[src/rtl/gearbox_narrow2wide.sv]
// Narrow-to-wide gearbox: packs IN_W-bit beats into OUT_W-bit words, oldest bit in the MSB.
// Define GEARBOX_FLUSH_EN to add the flush/out_last ports that drain a zero-padded partial word.
module gearbox_narrow2wide #(
  parameter int IN_W  = 24,
  parameter int OUT_W = 128
) (
  input  logic             clk,
  input  logic             rst,
  input  logic [IN_W-1:0]  in_data,
  input  logic             in_valid,
  output logic             in_ready,
  output logic [OUT_W-1:0] out_data,
  output logic             out_valid,
  input  logic             out_ready
`ifdef GEARBOX_FLUSH_EN
  ,
  input  logic             flush,
  output logic             out_last
`endif
);
  localparam int BUF_W = OUT_W + 2*IN_W;
  localparam int CNT_W = $clog2(BUF_W + 1);
  localparam logic [CNT_W-1:0] C_OUT       = CNT_W'(OUT_W);
  localparam logic [CNT_W-1:0] C_IN        = CNT_W'(IN_W);
  localparam logic [CNT_W-1:0] C_READY_MAX = CNT_W'(OUT_W + IN_W);

  // Valid bits are left-justified in r_buf; everything below them is kept zero.
  logic [BUF_W-1:0] r_buf;
  logic [CNT_W-1:0] r_cnt;

  logic             w_pop;
  logic             w_push;
  logic [CNT_W-1:0] w_cnt_p;
  logic [CNT_W-1:0] w_cnt_next;
  logic [BUF_W-1:0] w_buf_p;
  logic [BUF_W-1:0] w_beat;
  logic [BUF_W-1:0] w_buf_next;

  assign out_valid = (r_cnt >= C_OUT);
  assign out_data  = r_buf[BUF_W-1 -: OUT_W];

`ifdef GEARBOX_FLUSH_EN
  logic r_flush_pend;
  logic w_pend_next;

  assign in_ready = (r_cnt <= C_READY_MAX) && !r_flush_pend;
  assign out_last = r_flush_pend && (r_cnt == C_OUT);
`else
  assign in_ready = (r_cnt <= C_READY_MAX);
`endif

  always_comb begin
    w_pop      = out_valid & out_ready;
    w_push     = in_valid & in_ready;
    w_cnt_p    = w_pop ? (r_cnt - C_OUT) : r_cnt;
    w_buf_p    = w_pop ? (r_buf << OUT_W) : r_buf;
    // Zero fill below the valid region lets a plain OR place the new beat.
    w_beat     = {in_data, {(BUF_W-IN_W){1'b0}}} >> w_cnt_p;
    w_buf_next = w_push ? (w_buf_p | w_beat) : w_buf_p;
    w_cnt_next = w_push ? (w_cnt_p + C_IN) : w_cnt_p;
`ifdef GEARBOX_FLUSH_EN
    // Rounding the count up exposes the zero-filled tail as the padded final word.
    if (r_flush_pend && (w_cnt_next != '0) && (w_cnt_next < C_OUT))
      w_cnt_next = C_OUT;
    w_pend_next = r_flush_pend;
    if (r_flush_pend && ((w_pop && out_last) || (r_cnt == '0)))
      w_pend_next = 1'b0;
    if (flush)
      w_pend_next = 1'b1;
`endif
  end

  always_ff @(posedge clk) begin
    if (rst) begin
      r_buf <= '0;
      r_cnt <= '0;
    end else begin
      r_buf <= w_buf_next;
      r_cnt <= w_cnt_next;
    end
  end

`ifdef GEARBOX_FLUSH_EN
  always_ff @(posedge clk) begin
    if (rst)
      r_flush_pend <= 1'b0;
    else
      r_flush_pend <= w_pend_next;
  end
`endif

endmodule

[config.mk]
export PLATFORM = sky130hd
export DESIGN_NAME = gearbox_narrow2wide
export DESIGN_NICKNAME = d
export VERILOG_FILES = /design/src/rtl/gearbox_narrow2wide.sv
export SDC_FILE = /design/constraint.sdc
export NUM_CORES = 1
export LEC_CHECK = 0
export ABC_AREA = 1
export CAP_MARGIN = 20
export CORE_ASPECT_RATIO = 1.75
export CORE_UTILIZATION = 24
export DETAILED_ROUTE_END_ITERATION = 12
export DONT_BUFFER_PORTS = 1
export GPL_TIMING_DRIVEN = 0
export HOLD_SLACK_MARGIN = 0.08
export SYNTH_ARGS = -nofsm -noshare
export SYNTH_HDL_FRONTEND = slang
export SYNTH_SLANG_ARGS = --single-unit
[constraint.sdc]
create_clock -name clk -period 2 [get_ports clk]
set_input_delay 0.5 -clock clk [delete_from_list [all_inputs] [get_ports clk]]
set_output_delay 0.5 -clock clk [all_outputs]
set_load 0.005 [all_outputs]
[Yosys cells after proc, flatten, opt, wreduce, memory -nomap -nowiden]
Cells that the tools add are included.
Cells by class
  add/sub/neg operators: 2
  bitwise gates (word level): 3
  multiplexer cells: 4
  magnitude comparators: 2
  shift operators: 1
Operator list (count)
  $mux 176: 2
  $or 176x176->176: 1
  $shr 176x8->176: 1
  $mux 8: 2
  $add 8x5->8 const B: 1
  $ge 8x8->1 const B: 1
  $le 8x8->1 const B: 1
  $sub 8x8->8 const B: 1
  $and 1x1->1: 2
Storage, ports and cells
  bits in registers: 184
  output and inout port bits: 130
  bits of input ports: 28
  logic and storage cells: 14

[Logic depth before layout (Yosys ltp)]
  depth in word-level cells: 6
  depth in mapped cells: 12

[Worst setup path before layout]
OpenSTA, ideal clock, no wires.
  path type: reg-to-reg
  start point: register r_cnt[3]
  end point: register r_cnt[7]
  path buffers: 2
  data arrival time: 1382 ps
  library setup time: 70 ps
  cell stages (with the launch flop): 9
  clock period less this slack: 1452 ps
  path slack: 548 ps
  path through: dfxtp_1 buf_2 inv_2 buf_2 ha_1 nor2_1 xor2_1 nand2_1 a21oi_1
On the way
  longest elaborated chain between the ends: 5
Ends and longest elaborated chain
  start: declaration: line 29  | logic [CNT_W-1:0] r_cnt;
  start signal: assignment: line 79  | r_cnt <= w_cnt_next;
  $ge 8x8->1: line 39  | assign out_valid = (r_cnt >= C_OUT);
  $and 1x1->1: line 53  | w_pop = out_valid & out_ready;
  $mux 8: line 55  | w_cnt_p = w_pop ? (r_cnt - C_OUT) : r_cnt;
  $add 8x5->8: line 60  | w_cnt_next = w_push ? (w_cnt_p + C_IN) : w_cnt_p;
  $mux 8 *: line 60
Every way passes the cells marked *; elsewhere a longest branch is shown, timed or not.
A chain may end at the register's enable or synchronous reset.

[Final worst setup path]
  start point: register r_cnt[5]
  end point: register r_buf[115]
On the way
  longest elaborated chain between the ends: 6
Ends and longest elaborated chain
  $ge 8x8->1: line 39
  $and 1x1->1: line 53
  $mux 8: line 55
  $shr 176x8->176: line 58  | w_beat = {in_data, {(BUF_W-IN_W){1'b0}}} >> w_cnt_p;
  $or 176x176->176: line 59  | w_buf_next = w_push ? (w_buf_p | w_beat) : w_buf_p;
  $mux 176 *: line 59
  end signal: assignment: line 78  | r_buf <= w_buf_next;
  end: declaration: line 28  | logic [BUF_W-1:0] r_buf;
Marked as above.

==> out/metrics.csv <==
stage,metric,value,unit
yosys,synth_seq_area_share,0.3648,
worst_setup_path,end_kind,register,
final_layout,nFillCells,4514,
global_routing,grt_max_degree,19,
worst_hold_path,holdPathEnd,r_buf[172],
worst_setup_path,r2r_slack,60,ps
worst_setup_path,timing.rr.start,r_cnt[5],
worst_setup_path,regToRegEndpoint,r_buf[115],
timing,drv_slew,0,
clock_tree,clockRootBuffer,clkbuf_16,
timing,setup_slack,62.45,ps
timing,relSlewSlack,0.4310,
global_routing,gr-max-usage-layer,met2,
floorplanning,core_area,0.04083,sq mm
drt,finalWirelength,39480,um
final_layout,nNetsFinal,1565,
clock_tree,postCtsSetupRepairBufs,0,
timing,setup_violations,0,
global_routing,grt_pass1_wl,57610,um
timing,clock_skew,12.23,ps
worst_hold_path,hold_depth,4,
drt,drc,0,
yosys,ys_types,30,
floorplanning,die_h,271.1,um
placement,dp_hpwl,32640,um
yosys,synth_area_leaders,"dfxtp_1 36%, nand2_1 17%, buf_4 10%, nor2_1 10%, nand3_1 4.8%",
worst_hold_path,holdCritStartpoint,in_data[20],
drt,drtAntennaViolNets,0,
yosys,synth.top_cell.area_share,0.3648,
global_routing,use_met2,0.3542,
final_layout,synthToLayoutAreaGrowth,13.23,%
placement,gp_congestion,0.9656,
final_layout,final_common_cell,nand2_1,
placement,dp_slack,-208.8,ps
clock_tree,numCtsBuffers,17,
timing,timing_hold_violations_final,0,
drt,firstDrtPassIters,5,
drt,post_drt_wl_per_cell,18.82,um
global_routing,use_met1,0.1726,
global_routing,grt_pass1_vias,9255,
drt,viasPerCell,4.478,
worst_setup_path,worstRegToRegCells,6,
global_routing,grt_overflow,0,
worst_setup_path,crit_required,2390,ps
power,p_per_area,777.6,mW/mm^2
yosys,netlist_instances,1516,
yosys,netlist_area,0.009933,sq mm
final_layout,most-common-layout-cells,"451 x nand2_1, 266 x nor2_1, 181 x dfxtp_1",
clock_tree,clkSinkCount,181,
yosys,avgSynthCellArea,6.552,sq um
final_layout,num_antenna_cells,0,
yosys,synth_nets,1546,
final_layout,drive_gt1_frac,0.1505,
worst_setup_path,cp_max_fo,10,
worst_setup_path,cp.arrival,2320,ps
clock_tree,clockBufferDepth,2,
status,status,"finished, final reports clean",
power,peakVddDrop,0.5583,mV
yosys,synth_area_leader_cell,dfxtp_1,
timing,tightestPinTransition,853.6,ps
timing,rsz0062_at_grt,false,
worst_hold_path,hp-class,in -> reg,
clock_tree,ctsHoldBuffers,0,
global_routing,track_usage,0.1878,
global_routing,grt.met3_usage,0.04229,
power,p_leak,5.231,nW
placement,portBuffers,0,
floorplanning,initial_core_util,0.2433,
clock_tree,clk_pin_slew,80,ps
timing,max_freq,0.5161,GHz
floorplanning,die_area,0.04224,sq mm
timing,min_period,1938,ps
floorplanning,std_cell_rows,98,
global_routing,antenna_found_initial,0,
floorplanning,io_pins,158,
timing,fin_crit_sh,0.9688,
floorplanning,die_w,155.8,um
drt,drtIter0Drc,638,
yosys,ys_warn_count,0,
yosys,ys_ff_latch,181,
clock_tree,tritoncts,built,
worst_setup_path,start_kind,register,
worst_setup_path,worstSetupPathType,reg -> reg,
run,maxCapViolations,0,
timing,whs,330.9,ps
drt,vias,9394,
clock_tree,clk-insertion-delay-late,450,ps
clock_tree,htree_levels,4,
## per-stage QoR
step	total power, mW	TNS (ps)	cell area [sq um]	util	cells
after detailed placement	5.376	-4928	10620	0.2601	2066
after global placement	5.365	-3878	10620	0.2601	2066
final	8.745	0	11250	0.2754	2098
after floorplan	4.864	0	9933	-	1516
after global routing	9.108	0	11250	0.2754	2098
after CTS	8.813	0	11220	0.2748	2098
## power by group
part           internal [mW]  total (mW)  switching, mW
sequential              3.72        3.80         0.0753
clock                   1.81        3.44           1.63
combinational          0.467        1.51           1.04
## worst max-delay path: stages (launching register included)
cell and delay, ps:
dfxtp_1 310, buf_2 230, clkbuf_1 520, nand3_1 420, nor2_1 190, nand2_1 90
a21oi_1 120
## cells by family after synthesis
group,count (synthesis),synth area share
adders and majority gates,2,0.002519
AOI/OAI and AO/OA,157,0.08842
and+or+nand+nor,836,0.3411
buffers and inverters,315,0.1781
muxes,24,0.02418
DFF,181,0.3648
xor gates and xnor gates,1,0.0008819
## flip-flops by register name (all words and copies together), names as in the netlist
register  flops
r_cnt         5
r_buf       176
## cell type report
type	instances	area [sq um]	area share
plain buffers	221	1426	0.1268
clock buffers	18	439.2	0.03905
clock inverters	14	156.4	0.01391
inverters	94	360.3	0.03204
multi-input cells	1020	4553	0.4048
flip-flops and latches	181	3623	0.3222
well taps	550	688.2	0.06119
## worst max path at each step
stage	slack (ps)	start	cells after the start	endpoint
detailed placement	-210	out_ready	6	r_buf[65]
CTS	2	r_cnt[7]	5	r_buf[174]
floorplan	550	r_cnt[3]	8	r_cnt[7]
global placement	-170	out_ready	6	r_buf[66]
global route	2	r_cnt[7]	6	r_buf[109]
finish	60	r_cnt[5]	6	r_buf[115]
## layer usage
layer	share of wire	vias up	wire length, um
met5	0	-	0
met4	0.073	0	2881
met1	0.34	4365	13480
li1	-	4639	-
met2	0.53	293	21010
met3	0.053	97	2111
## synth_stat cells, drive strengths merged
cell type / number
nor3: 1
o21ai: 51
xor2: 1
o22ai: 8
nand2: 454
mux2i: 24
nor2: 271
clkinv: 1
a21oi: 65
nand3: 99
clkbuf: 42
dfxtp: 181
o21a: 33
buf: 179
nand4: 11
inv: 93
ha: 2
## what timing repair did
item,4_1_cts,5_1_grt
pin swaps,0,0
setup endpoints to repair,26,32
gates resized for setup,6,14
Power figures use the tool's default switching activity.
